--- src/rtl/timer_control_logic_pkg.sv ---
// Shared definitions for the 16-bit timer/counter control core:
// register addresses, control/status bit positions, compare-output
// mode encodings, the bus handshake state type and the compare-output
// pin update rule.
package timer_control_logic_pkg;

   // Register addresses on the select/write/ack bus
   localparam logic [3:0] ADDR_TCCR  = 4'h1;
   localparam logic [3:0] ADDR_TCCR2 = 4'h2;
   localparam logic [3:0] ADDR_TCNT  = 4'h3;
   localparam logic [3:0] ADDR_OCR   = 4'h4;
   localparam logic [3:0] ADDR_ICR   = 4'h5;
   localparam logic [3:0] ADDR_TCST  = 4'h6;

   // TCCR bit positions; only bits [6:0] are implemented
   localparam int TCCR_EN     = 0;
   localparam int TCCR_DIR    = 1;
   localparam int TCCR_ICEN   = 2;
   localparam int TCCR_OCIE   = 3;
   localparam int TCCR_ICIE   = 4;
   localparam int TCCR_OM_LSB = 5;
   localparam int TCCR_OM_MSB = 6;
   localparam int TCCR_W      = 7;

   // TCST bit positions
   localparam int TCST_OCF  = 0;
   localparam int TCST_ICF  = 1;
   localparam int TCST_CCLR = 2;

   // Compare-output mode applied to the pin on a match event
   typedef enum logic [1:0] {
      OM_NONE   = 2'b00,
      OM_TOGGLE = 2'b01,
      OM_CLEAR  = 2'b10,
      OM_SET    = 2'b11
   } om_e;

   // Bus handshake states
   typedef enum logic [1:0] {
      BUS_IDLE = 2'b00,
      BUS_ACK  = 2'b01,
      BUS_HOLD = 2'b10
   } bus_state_e;

   // New compare-output pin level for a given mode and current level
   function automatic logic apply_om(input om_e om, input logic pin);
      logic res;
      case (om)
         OM_TOGGLE: res = ~pin;
         OM_CLEAR:  res = 1'b0;
         OM_SET:    res = 1'b1;
         default:   res = pin;
      endcase
      return res;
   endfunction

endpackage

--- src/rtl/timer_bus_fsm.sv ---
// Select/ack handshake for the timer register bus.
// Ports:
//   i_clk, i_rst  - clock, asynchronous active-high reset
//   i_select      - access request, held by the master until ack is seen
//   o_ack         - acknowledge, high in ACK and HOLD
//   o_access      - one-cycle strobe in the cycle that moves IDLE->ACK;
//                   register effects are committed on that edge
//   o_release     - one-cycle strobe in the cycle that moves HOLD->IDLE
module timer_bus_fsm
   import timer_control_logic_pkg::*;
(
   input  logic i_clk,
   input  logic i_rst,
   input  logic i_select,
   output logic o_ack,
   output logic o_access,
   output logic o_release
);

   bus_state_e r_state;
   bus_state_e w_state_nxt;

   // State register
   always_ff @(posedge i_clk or posedge i_rst) begin
      if (i_rst) begin
         r_state <= BUS_IDLE;
      end else begin
         r_state <= w_state_nxt;
      end
   end

   // Next-state logic; ACK always lasts exactly one cycle
   always_comb begin
      w_state_nxt = r_state;
      case (r_state)
         BUS_IDLE: begin
            if (i_select) w_state_nxt = BUS_ACK;
            else          w_state_nxt = BUS_IDLE;
         end
         BUS_ACK:  w_state_nxt = BUS_HOLD;
         BUS_HOLD: begin
            if (i_select) w_state_nxt = BUS_HOLD;
            else          w_state_nxt = BUS_IDLE;
         end
         default:  w_state_nxt = BUS_IDLE;
      endcase
   end

   // Output decode: ack comes straight from the state register
   always_comb begin
      o_ack     = 1'b0;
      o_access  = 1'b0;
      o_release = 1'b0;
      case (r_state)
         BUS_IDLE: o_access  = i_select;
         BUS_ACK:  o_ack     = 1'b1;
         BUS_HOLD: begin
            o_ack     = 1'b1;
            o_release = ~i_select;
         end
         default: begin
            o_ack     = 1'b0;
            o_access  = 1'b0;
            o_release = 1'b0;
         end
      endcase
   end

endmodule

--- src/rtl/timer_control_logic.sv ---
// Register file and control core of the 16-bit timer/counter.
// Ports:
//   i_sysclk, i_sysrst            - clock, asynchronous active-high reset
//   i_bus_select/wr/reg_addr/data - register bus request
//   o_bus_data, o_bus_ack         - read data (0 outside ack) and acknowledge
//   o_prs_*                       - prescaler enable, load strobe, reload value
//   i_prs_sclk*                   - prescaled clock and its edge strobes
//   o_cnt_*, i_cnt_data           - counter control strobes and current value
//   o_cap_*, i_cap_*              - input-capture control, flag and value
//   o_int_flg, o_out_pin          - interrupt request and compare-output pin
module timer_control_logic
   import timer_control_logic_pkg::*;
(
   input  logic        i_sysclk,
   input  logic        i_sysrst,
   output logic        o_int_flg,
   output logic        o_out_pin,
   input  logic        i_bus_select,
   input  logic        i_bus_wr,
   input  logic [3:0]  i_reg_addr,
   input  logic [15:0] i_bus_data,
   output logic [15:0] o_bus_data,
   output logic        o_bus_ack,
   output logic        o_prs_en,
   output logic        o_prs_ld,
   output logic [7:0]  o_prs_ld_data,
   input  logic        i_prs_sclk,
   input  logic        i_prs_sclk_rise,
   input  logic        i_prs_sclk_fall,
   output logic        o_cnt_en,
   output logic        o_cnt_ld,
   output logic        o_cnt_dir,
   output logic        o_cnt_clr,
   output logic [15:0] o_cnt_ld_data,
   input  logic [15:0] i_cnt_data,
   output logic        o_cap_en,
   output logic        o_cap_clr,
   input  logic        i_cap_ic_flg,
   input  logic [15:0] i_cap_cnt_data
);

   logic              w_access;
   logic              w_release;
   logic              w_wr_acc;
   logic              w_wr_tccr;
   logic              w_wr_tccr2;
   logic              w_wr_tcnt;
   logic              w_wr_ocr;
   logic              w_wr_tcst;
   logic              w_eq;
   logic              w_match;
   logic              w_ocf_nxt;
   logic              w_out_nxt;
   logic              w_int_nxt;
   logic [TCCR_W-1:0] w_tccr_nxt;
   logic [15:0]       w_rd_mux;
   logic              w_unused_sclk;

   logic [TCCR_W-1:0] r_tccr;
   logic [7:0]        r_tccr2;
   logic [15:0]       r_ocr;
   logic [15:0]       r_cnt_ld_data;
   logic              r_ocf;
   logic              r_eq_q;
   logic              r_out_pin;
   logic              r_int_flg;
   logic              r_prs_ld;
   logic              r_cnt_ld;
   logic              r_cnt_clr;
   logic              r_cap_clr;
   logic [15:0]       r_bus_data;

   timer_bus_fsm u_bus_fsm (
      .i_clk     (i_sysclk),
      .i_rst     (i_sysrst),
      .i_select  (i_bus_select),
      .o_ack     (o_bus_ack),
      .o_access  (w_access),
      .o_release (w_release)
   );

   // Only the rising-edge strobe of the prescaled clock drives counting
   assign w_unused_sclk = i_prs_sclk ^ i_prs_sclk_fall;

   assign w_wr_acc   = w_access & i_bus_wr;
   assign w_wr_tccr  = w_wr_acc & (i_reg_addr == ADDR_TCCR);
   assign w_wr_tccr2 = w_wr_acc & (i_reg_addr == ADDR_TCCR2);
   assign w_wr_tcnt  = w_wr_acc & (i_reg_addr == ADDR_TCNT);
   assign w_wr_ocr   = w_wr_acc & (i_reg_addr == ADDR_OCR);
   assign w_wr_tcst  = w_wr_acc & (i_reg_addr == ADDR_TCST);

   // Match fires only on the first cycle of equality, so a counter parked
   // on OCR produces a single event
   assign w_eq    = (i_cnt_data == r_ocr);
   assign w_match = r_tccr[TCCR_EN] & w_eq & ~r_eq_q;

   // Control register next value
   always_comb begin
      if (w_wr_tccr) w_tccr_nxt = i_bus_data[TCCR_W-1:0];
      else           w_tccr_nxt = r_tccr;
   end

   // OCF next value: a match in the same cycle beats a software clear
   always_comb begin
      if (w_match)                                w_ocf_nxt = 1'b1;
      else if (w_wr_tcst && i_bus_data[TCST_OCF]) w_ocf_nxt = 1'b0;
      else                                        w_ocf_nxt = r_ocf;
   end

   // Compare-output pin next value
   always_comb begin
      if (w_match) w_out_nxt = apply_om(om_e'(r_tccr[TCCR_OM_MSB:TCCR_OM_LSB]), r_out_pin);
      else         w_out_nxt = r_out_pin;
   end

   // Interrupt uses post-update flag and enables so a flag clear or enable
   // change shows up together with the flag itself
   always_comb begin
      w_int_nxt = (w_ocf_nxt & w_tccr_nxt[TCCR_OCIE]) |
                  (i_cap_ic_flg & w_tccr_nxt[TCCR_ICIE]);
   end

   // Read data selection
   always_comb begin
      w_rd_mux = 16'h0000;
      case (i_reg_addr)
         ADDR_TCCR:  w_rd_mux = {9'h000, r_tccr};
         ADDR_TCCR2: w_rd_mux = {8'h00, r_tccr2};
         ADDR_TCNT:  w_rd_mux = i_cnt_data;
         ADDR_OCR:   w_rd_mux = r_ocr;
         ADDR_ICR:   w_rd_mux = i_cap_cnt_data;
         ADDR_TCST:  w_rd_mux = {14'h0000, i_cap_ic_flg, r_ocf};
         default:    w_rd_mux = 16'h0000;
      endcase
   end

   // Configuration registers, committed on the edge that enters ACK
   always_ff @(posedge i_sysclk or posedge i_sysrst) begin
      if (i_sysrst) begin
         r_tccr        <= {TCCR_W{1'b0}};
         r_tccr2       <= 8'h00;
         r_ocr         <= 16'h0000;
         r_cnt_ld_data <= 16'h0000;
      end else begin
         r_tccr <= w_tccr_nxt;
         if (w_wr_tccr2) r_tccr2       <= i_bus_data[7:0];
         if (w_wr_ocr)   r_ocr         <= i_bus_data;
         if (w_wr_tcnt)  r_cnt_ld_data <= i_bus_data;
      end
   end

   // Compare history, flags and output pin
   always_ff @(posedge i_sysclk or posedge i_sysrst) begin
      if (i_sysrst) begin
         r_eq_q    <= 1'b0;
         r_ocf     <= 1'b0;
         r_out_pin <= 1'b0;
         r_int_flg <= 1'b0;
      end else begin
         r_eq_q    <= w_eq;
         r_ocf     <= w_ocf_nxt;
         r_out_pin <= w_out_nxt;
         r_int_flg <= w_int_nxt;
      end
   end

   // One-cycle write strobes, high during the first ack cycle only
   always_ff @(posedge i_sysclk or posedge i_sysrst) begin
      if (i_sysrst) begin
         r_prs_ld  <= 1'b0;
         r_cnt_ld  <= 1'b0;
         r_cnt_clr <= 1'b0;
         r_cap_clr <= 1'b0;
      end else begin
         r_prs_ld  <= w_wr_tccr2;
         r_cnt_ld  <= w_wr_tcnt;
         r_cnt_clr <= w_wr_tcst & i_bus_data[TCST_CCLR];
         r_cap_clr <= w_wr_tcst & i_bus_data[TCST_ICF];
      end
   end

   // Read data is captured on entry to ACK and held until ack drops
   always_ff @(posedge i_sysclk or posedge i_sysrst) begin
      if (i_sysrst) begin
         r_bus_data <= 16'h0000;
      end else if (w_access) begin
         r_bus_data <= i_bus_wr ? 16'h0000 : w_rd_mux;
      end else if (w_release) begin
         r_bus_data <= 16'h0000;
      end
   end

   assign o_bus_data    = r_bus_data;
   assign o_int_flg     = r_int_flg;
   assign o_out_pin     = r_out_pin;
   assign o_prs_en      = r_tccr[TCCR_EN];
   assign o_prs_ld      = r_prs_ld;
   assign o_prs_ld_data = r_tccr2;
   assign o_cnt_en      = r_tccr[TCCR_EN] & i_prs_sclk_rise;
   assign o_cnt_ld      = r_cnt_ld;
   assign o_cnt_dir     = r_tccr[TCCR_DIR];
   assign o_cnt_clr     = r_cnt_clr;
   assign o_cnt_ld_data = r_cnt_ld_data;
   assign o_cap_en      = r_tccr[TCCR_EN] & r_tccr[TCCR_ICEN];
   assign o_cap_clr     = r_cap_clr;

endmodule

--- config.mk ---
export PLATFORM = sky130hd
export DESIGN_NAME = timer_control_logic
export DESIGN_NICKNAME = d
export VERILOG_FILES = /design/src/rtl/timer_control_logic_pkg.sv /design/src/rtl/timer_bus_fsm.sv /design/src/rtl/timer_control_logic.sv
export SDC_FILE = /design/constraint.sdc
export NUM_CORES = 1
export LEC_CHECK = 0
export BUFFER_PORTS_ARGS = -buffer_cell sky130_fd_sc_hd__clkbuf_2
export CAP_MARGIN = 20
export CORE_ASPECT_RATIO = 0.6
export CORE_UTILIZATION = 53
export CTS_BUF_LIST = sky130_fd_sc_hd__clkbuf_16
export DETAILED_ROUTE_END_ITERATION = 8
export GPL_ROUTABILITY_DRIVEN = 0
export PLACE_DENSITY = 0.84
export SYNTH_ARGS = -nofsm -noshare
export SYNTH_HDL_FRONTEND = slang
export SYNTH_HIERARCHICAL = 1
export SYNTH_SLANG_ARGS = --single-unit
export TNS_END_PERCENT = 50
--- constraint.sdc ---
create_clock -name i_sysclk -period 5.32 [get_ports i_sysclk]
set_input_delay 1.064 -clock i_sysclk [delete_from_list [all_inputs] [get_ports i_sysclk]]
set_output_delay 1.064 -clock i_sysclk [all_outputs]
set_load 0.1 [all_outputs]
==> metrics.txt, run 1 <==
outcome=finished clean; Tmin final=2.97 ns; reg2reg start=u_bus_fsm/r_state[0]; Synth area leader=dfrtp_1; setup violators final=0; register bit total from synthesis=73; DRC=0; clock latency on the worst-skew pair=0.33 ns; Syn Std Cell Area=3400 µm²; Post-CTS Setup Repair Bufs=0; Place WS=2.08 ns; Core ar.=6140 µm²; CP arrival=3.18 ns; Fmax achieved=337 MHz; Cells after Synth=265; Worst Tran Pin Value=0.990 ns; startpoint types=input port; post-synth cell types=41; CTS Root Cell=clkbuf_16; Max clock buf depth=2; asr flop ratio synth=1.00; CP startpoint=i_reg_addr[2]; final WL=8.99 mm; synth warn=6; gr ovfl total=0; vias in the first global route=2662; Final Hold Fails=0; Tot Pwr=2.28 mW; row count=22; PortBufs=108; ANT cells=0; worst-path fanout max=14; Post-synth top flop=dfrtp_1; most common cell in the netlist=dfrtp_1; fin. max-slew vios=0; share of cells above drive strength 1=0.491; Top Ports=111; Comb pwr share=0.369; Layout Utilization=0.705; DRT iter0 DRCs=330; HP Class=reg2reg; cts hold-fix bufs=0; Routed Antenna Nets=0; total CTS buffers=9; Reg power frac=0.330; GRT Total Usage=0.288; number of cells on the worst reg-to-reg path=7; fin crit share=0.558; Initial Util=0.553; H-tree depth=3; Worst slew margin=0.336; Sw Pwr=0.976 mW; reg2reg end=o_int_flg; chip height=64.0 µm; Worst VDD drop=0.344 mV; Reg2Reg Setup Slack=3.08 ns; first-pass GRT wire length=14.2 mm; cts repair resizes=0; Sw Share=0.427; clock net sink count=73; clock network power share=0.301; Max-Cap Viols=0; via/cell ratio=6.02; Die Area=6740 µm²; post-synthesis sequential area ratio=0.538; router iterations before antenna repair=6; initial antenna violation count=0; Die W=105 µm; synth top area cells=dfrtp_1 54%, mux2_2 16%, xnor2_1 4.1%; wire per inst=19.4 µm; leak pwr=2.18 nW; crit path capture type=flop; critical path required time=5.54 ns; top cell type's share of synthesized area=0.538; nets@finish=436; Post-Route Setup TNS=0 ns; DP Wirelength=6.41 mm; count of flip-flops with a built-in enable after synthesis=0; largest net degree at the start of global routing=40; Post-synth top cells=73 x dfrtp_1, 49 x mux2_2, 19 x nand2_1; average size of a mapped cell=12.8 µm²; CP Capture Point=o_cnt_ld_data[8]; Int Pwr=1.31 mW; RSZ-0062 raised after global routing=false; final setup margin=2.35 ns; post-synth net total=327; P per Cell Area=527 nW/µm²; WS Path Type=in2reg; Clock transition at path regs=0.06 ns; clk_skew=0.00695 ns; CTS tree=done; layout overhead on the synthesized area=27.4%; Vias=2787
-- placed cells by master, fill, tap and decap left out, types with 6 or more instances in the layout --
cell       instances
a222oi_1          13
xnor2_1           16
clkbuf_2         108
a21o_1             6
nand2_1           19
clkbuf_16          9
dfrtp_1           73
o21ai_0           11
mux2_2            49
-- worst max-delay path, cell delays in order --
cell	delay [ns]
clkbuf_2	0.24
nor2_1	0.21
and3_1	0.52
nor2b_1	0.46
buf_4	0.32
mux2_2	0.36
-- flip-flops by register name, summed over array words and instances, names as in the netlist, 2 cells and up --
name	cells
o_bus_data	16
o_cnt_ld_data	16
o_prs_ld_data	8
r_ocr	16
r_tccr	7
u_bus_fsm/r_state	2
-- worst min-delay path by stage --
stage / slack, ns / endpoint / start / cells after the start
2_1_floorplan: 0.44 / u_bus_fsm/r_state[1] / u_bus_fsm/r_state[1] / 1
3_3_place_gp: 0.45 / u_bus_fsm/r_state[1] / u_bus_fsm/r_state[1] / 1
3_5_place_dp: 0.47 / u_bus_fsm/r_state[1] / u_bus_fsm/r_state[1] / 1
4_1_cts: 0.48 / u_bus_fsm/r_state[1] / u_bus_fsm/r_state[1] / 1
5_1_grt: 0.52 / o_bus_data[2] / o_bus_data[2] / 1
6_report: 0.48 / u_bus_fsm/r_state[1] / u_bus_fsm/r_state[1] / 1
-- per-layer routing --
metal,part of all wire,up-vias,wire length [µm],global-route usage
li1,-,1203,-,-
met1,0.41,1389,3700,0.417
met2,0.45,176,4060,0.424
met3,0.12,19,1080,0.0776
met4,0.016,0,146,0.0863
met5,0,-,0,0
-- power by group through the flow --
stage          sequential, mW  combinational, mW  clock [mW]
3_3_place_gp            0.750              0.824           0
2_1_floorplan            1.16              0.274           0
5_1_grt                 0.766              0.874       0.727
4_1_cts                 0.751              0.843       0.693
3_5_place_dp            0.758              0.838           0
6_report                0.754              0.843       0.687
-- through the flow --
stage | std cells | area [µm²] | hold WS (ns)
3_3_place_gp | 446 | 3970 | 0.455
6_report | 463 | 4330 | 0.478
5_1_grt | 463 | 4330 | 0.519
2_1_floorplan | 265 | 3400 | 0.440
4_1_cts | 462 | 4320 | 0.482
3_5_place_dp | 446 | 3970 | 0.473
-- cell families after synthesis --
group           share of synthesized area
compound gates                      0.102
simple gates                       0.0950
xor+xnor                           0.0413
flops                               0.538
fa+ha+maj                         0.00737
mux                                 0.186
buf+inv                            0.0302
-- layout make-up --
type / instances / area, µm²
multi-input combinational: 174 / 1470
clock inverter: 7 / 118
sequential: 73 / 1830
clock buffer: 9 / 225
fill: 455 / 1810
tap: 84 / 105
timing repair buffer: 111 / 567
inverter: 5 / 18.8
No activity file was read; power rests on OpenSTA's default activity.
==> run 2, diff against run 1 <==
--- a/config.mk
+++ b/config.mk
@@ -5,14 +5,15 @@
 export SDC_FILE = /design/constraint.sdc
 export NUM_CORES = 1
 export LEC_CHECK = 0
+export ABC_AREA = 1
 export BUFFER_PORTS_ARGS = -buffer_cell sky130_fd_sc_hd__clkbuf_2
 export CAP_MARGIN = 20
 export CORE_ASPECT_RATIO = 0.6
-export CORE_UTILIZATION = 53
+export CORE_UTILIZATION = 52
 export CTS_BUF_LIST = sky130_fd_sc_hd__clkbuf_16
 export DETAILED_ROUTE_END_ITERATION = 8
 export GPL_ROUTABILITY_DRIVEN = 0
-export PLACE_DENSITY = 0.84
+export PLACE_DENSITY = 0.82
 export SYNTH_ARGS = -nofsm -noshare
 export SYNTH_HDL_FRONTEND = slang
 export SYNTH_HIERARCHICAL = 1
==> constraint.sdc (replaced) <==
create_clock -name i_sysclk -period 2.9 [get_ports i_sysclk]
set_input_delay 0.58 -clock i_sysclk [delete_from_list [all_inputs] [get_ports i_sysclk]]
set_output_delay 0.58 -clock i_sysclk [all_outputs]
set_load 0.1 [all_outputs]
==> run 2 against run 1 <==
Effect of this change:
- final area up 5.9%
- core utilization fell by 2.8 points
- sequential power up 84%
- wire length up 11%
- area after synthesis rose by 8.3%
- global-route usage decreased by 0.87 points
- critical endpoint is now o_bus_ack
- largest cell class unchanged
- largest power group unchanged
==> metrics.txt, run 2 <==
leak pwr=2.60 nW; Worst slew margin=0.483; commonest non-fill, non-tap cells in the layout=159 x nand2_1, 108 x clkbuf_2, 73 x dfrtp_1, 70 x inv_1, 34 x o21ai_0; Vias=3463; Core ar.=6760 µm²; HP Class=in2async; post-synth cell types=32; top cell type's share of synthesized area=0.497; largest net degree at the start of global routing=48; clock latency on the worst-skew pair=0.34 ns; Max-Cap Viols=0; Synth area leader=dfrtp_1; worst-path fanout max=3; Routed Antenna Nets=0; Post-Route Setup TNS=0 ns; Worst VDD drop=0.829 mV; fin. max-slew vios=0; Reg2Reg Setup Slack=1.03 ns; Comb pwr share=0.410; CTS Root Cell=clkbuf_16; CP arrival=1.47 ns; post-synth net total=530; final WL=9.96 mm; slowest CP cell=clkbuf_2; cts hold-fix bufs=0; row count=23; clk_skew=0.00513 ns; CTS tree=done; number of cells on the worst reg-to-reg path=9; crit path capture type=output pin; DP Wirelength=7.32 mm; Die W=111 µm; crit-path cells=inv_2 -> ha_1 -> clkbuf_2; mux contribution to synthesized area=0; outcome=finished clean; post-synthesis sequential area ratio=0.497; commonest non-fill, non-tap cell in the layout=nand2_1; Sw Pwr=2.05 mW; chip height=67.2 µm; fin crit share=0.707; Cells after Synth=468; first-pass GRT wire length=15.4 mm; H-tree depth=3; clock network power share=0.269; dpl cell area=4270 µm²; critical path required time=2.32 ns; via/cell ratio=5.17; WS Path Type=reg2out; Tot Pwr=4.34 mW; DRC=0; GRT Total Usage=0.279; Die Area=7430 µm²; reg2reg start=u_bus_fsm/r_state[0]; Sw Share=0.473; Top Ports=111; Synth Area in Compound Gates=0.146; gr ovfl total=0; layout overhead on the synthesized area=24.6%; Post-synth top cells=159 x nand2_1, 73 x dfrtp_1, 70 x inv_1; startpoint types=flop; asr flop ratio synth=1.00; register bit total from synthesis=73; P per Cell Area=946 nW/µm²; Max clock buf depth=2; PortBufs=108; Clock transition at path regs=0.05 ns; reg2reg end=o_cnt_ld_data[2]; Synth Area in Simple Gates=0.242; setup violators final=0; fin area=4580 µm²; ANT cells=0; initial antenna violation count=0; synth warn=6; total CTS buffers=9; Post-synth top flop=dfrtp_1; Reg power frac=0.321; Fmax achieved=488 MHz; synth top area cells=dfrtp_1 50%, nand2_1 16%, inv_1 7.1%; Tmin final=2.05 ns; DRT iter0 DRCs=304; share of cells above drive strength 1=0.288; RSZ-0062 raised after global routing=false; crit-path leading delay family=buffers and inverters; nets@finish=640; most common cell in the netlist=nand2_1; Post-CTS Setup Repair Bufs=0; Int Pwr=2.28 mW; WP buf/inv=2; Syn Std Cell Area=3680 µm²; vias in the first global route=3187; post-synthesis xor/xnor area fraction=0.00238; average size of a mapped cell=7.86 µm²; Final Hold Fails=0; Adder-Cell Fraction of Synth Area=0.00680; router iterations before antenna repair=5; wire per inst=14.9 µm; main combinational cell family by area after synthesis=simple AND/OR/NAND/NOR gates; CP max stage delay=0.45 ns; count of flip-flops with a built-in enable after synthesis=0; clock net sink count=73; Initial Util=0.544; Worst Tran Pin Value=0.773 ns; cts repair resizes=0
## run 2: worst max path at each step
stage	startpoint	endpoint	slack [ns]	cells past startpoint
after detailed placement	i_reg_addr[3]	o_cnt_ld_data[2]	0.91	7
after floorplan	i_sysrst	o_bus_data[0]	0.52	1
after CTS	u_bus_fsm/r_state[0]	o_bus_ack	0.85	3
final	u_bus_fsm/r_state[0]	o_bus_ack	0.85	3
after global routing	u_bus_fsm/r_state[0]	o_bus_ack	0.80	3
after global placement	i_reg_addr[3]	o_cnt_ld_data[13]	0.95	7
## run 2: cell families after synthesis
group | Yosys count
buf+inv | 91
flops | 73
simple gates | 207
compound gates | 94
fa+ha+maj | 2
xor+xnor | 1
## run 2: routing by layer
layer	wire length, µm	part of all wire	up-vias	global-route usage
met5	0	0	-	0
met4	146	0.015	0	0.0867
met3	845	0.085	19	0.0952
met2	4230	0.42	183	0.416
met1	4740	0.48	1583	0.387
li1	-	-	1678	-
## run 2: worst register-to-register path: cells and delay by family, from the launching register on
kind / cells / cell delay, ns
flip-flops: 1 / 0.36
buffers and inverters: 3 / 0.55
AND/OR/NAND/NOR: 4 / 0.58
adder cells (fa/ha/maj): 1 / 0.18
AO/OA/AOI/OAI: 1 / 0.11
## run 2: layout make-up
| type | instances | area [µm²] |
|---|---|---|
| Clock buffer | 9 | 225 |
| Clock inverter | 7 | 86.3 |
| Fill cell | 581 | 2180 |
| Inverter | 80 | 305 |
| Multi-Input combinational cell | 304 | 1460 |
| Sequential cell | 73 | 1830 |
| Tap cell | 87 | 109 |
| Timing Repair Buffer | 110 | 568 |
## run 2: power groups by stage
stage / logic, mW / registers [mW] / clock network (mW)
2_1_floorplan: 0.552 / 2.28 / 0
3_3_place_gp: 1.74 / 1.39 / 0
3_5_place_dp: 1.77 / 1.40 / 0
4_1_cts: 1.78 / 1.39 / 1.18
5_1_grt: 1.88 / 1.42 / 1.22
6_report: 1.78 / 1.39 / 1.16
## run 2: metrics by stage
step / std cells / hold slack [ns] / util / setup slack (ns)
2_1_floorplan: 468 / 0.321 / - / 0.523
3_3_place_gp: 654 / 0.436 / 0.631 / 0.953
3_5_place_dp: 654 / 0.445 / 0.631 / 0.914
4_1_cts: 670 / 0.0933 / 0.678 / 0.846
5_1_grt: 670 / 0.102 / 0.678 / 0.800
6_report: 670 / 0.100 / 0.678 / 0.850
==> run 3, diff against run 2 <==
==> constraint.sdc (replaced) <==
create_clock -name i_sysclk -period 1.9 [get_ports i_sysclk]
set_input_delay 0.38 -clock i_sysclk [delete_from_list [all_inputs] [get_ports i_sysclk]]
set_output_delay 0.38 -clock i_sysclk [all_outputs]
set_load 0.1 [all_outputs]
==> run 3 against run 2 <==
Effect of this change:
- register-to-register slack got worse by 0.82 ns
- largest power group unchanged
- final area increased by 0.87%
- cell count increased by 0.60%
- critical path depth unchanged
- sequential share of layout area decreased by 0.35 points
- via count decreased by 0.92%
- highest routed layer unchanged
==> metrics.txt, run 3 (synthesized netlist as in run 2, its figures left out) <==
Die Area=7430 µm²; outcome=finished clean; Core ar.=6760 µm²; Tmin final=1.77 ns; Max-Cap Viols=0; clock latency on the worst-skew pair=0.33 ns; commonest non-fill, non-tap cell in the layout=nand2_1; P per Cell Area=1410 nW/µm²; CP max stage delay=0.47 ns; GRT Total Usage=0.274; leak pwr=2.60 nW; router iterations before antenna repair=5; Int Pwr=3.39 mW; Top Ports=111; Initial Util=0.544; row count=23; Vias=3431; Die W=111 µm; HP Class=in2reg; first-pass GRT wire length=15.2 mm; CTS tree=done; clock network power share=0.256; H-tree depth=3; crit path capture type=output pin; fin area=4620 µm²; largest net degree at the start of global routing=36; Sw Pwr=3.14 mW; Clock transition at path regs=0.06 ns; crit-path cells=nand2_1 -> inv_1 -> clkbuf_2; wire per inst=14.3 µm; dpl cell area=4310 µm²; clk_skew=0.00464 ns; slowest CP cell=dfrtp_1; total CTS buffers=9; Comb pwr share=0.419; ANT cells=0; commonest non-fill, non-tap cells in the layout=158 x nand2_1, 107 x clkbuf_2, 73 x dfrtp_1, 69 x inv_1, 34 x o21ai_0; setup violators final=0; vias in the first global route=3079; Sw Share=0.481; WS Path Type=reg2out; CP arrival=1.39 ns; layout overhead on the synthesized area=25.6%; critical path required time=1.52 ns; CTS Root Cell=clkbuf_16; Final Hold Fails=0; final WL=9.67 mm; initial antenna violation count=0; Fmax achieved=563 MHz; fin. max-slew vios=0; Worst slew margin=0.623; Worst VDD drop=1.18 mV; Max clock buf depth=2; Routed Antenna Nets=0; share of cells above drive strength 1=0.293; PortBufs=108; Reg power frac=0.325; chip height=67.2 µm; nets@finish=644; DP Wirelength=7.38 mm; clock net sink count=73; startpoint types=flop; Tot Pwr=6.53 mW; fin crit share=0.934; DRT iter0 DRCs=299; DRC=0; Post-CTS Setup Repair Bufs=0; Worst Tran Pin Value=0.568 ns; worst-path fanout max=6; via/cell ratio=5.09; gr ovfl total=0; RSZ-0062 raised after global routing=false
## run 3: power by group through the flow
stage	clock network (mW)	registers (mW)	logic, mW
floorplan	0	3.48	0.842
global placement	0	2.12	2.69
detailed placement	0	2.13	2.73
CTS	1.70	2.12	2.74
global route	1.78	2.16	2.89
finish	1.67	2.12	2.74
## run 3: layout make-up
class	instances	area [µm²]
fillers	546	2140
clock buffers	9	225
inverters	80	312
repair buffers	114	616
multi-input cells	304	1460
clock inverters	7	70.1
flip-flops and latches	73	1830
well taps	87	109
## run 3: metal layers
layer / wire (µm) / share of wire / global-route usage
met1: 4700 / 0.49 / 0.393
met2: 4010 / 0.41 / 0.408
met3: 830 / 0.086 / 0.0664
met4: 132 / 0.014 / 0.0983
met5: 0 / 0 / 0
## run 3: path summary, 6_finish.rpt
path,slack (ns),depth (start not counted),startpoint,end
max,0.13,3,r_tccr[0],o_cnt_en
max in group asynchronous,0.67,4,i_sysrst,o_prs_ld_data[4]
min reg2reg,0.49,2,o_bus_data[4],o_bus_data[4]
min,0.28,3,i_bus_data[6],o_prs_ld_data[6]
max reg2reg,0.21,11,u_bus_fsm/r_state[1],o_int_flg
min in group asynchronous,0.47,3,i_sysrst,u_bus_fsm/r_state[1]
## run 3: per-stage QoR
stage / util / instances / setup TNS (ns) / hold WS (ns) / worst slack (ns)
global route: 0.683 / 674 / 0 / 0.270 / 0.0671
detailed placement: 0.638 / 657 / 0 / 0.263 / 0.0908
finish: 0.683 / 674 / 0 / 0.276 / 0.125
global placement: 0.638 / 657 / 0 / 0.264 / 0.161
floorplan: - / 468 / -0.330 / 0.121 / -0.165
CTS: 0.683 / 674 / 0 / 0.263 / 0.0866
## run 3: worst max-delay path: cells and delay by family, from the launching register on
family	cells	cell delay [ns]
and+or+nand+nor	1	0.08
DFF	1	0.47
buffers and inverters	2	0.50
## run 3: repair_timing
action                                  4_1_cts  5_1_grt
endpoints found under the setup margin        0       17
gates resized for setup                       0        3
endpoints found under the hold margin         2        0
hold buffers                                  1        0
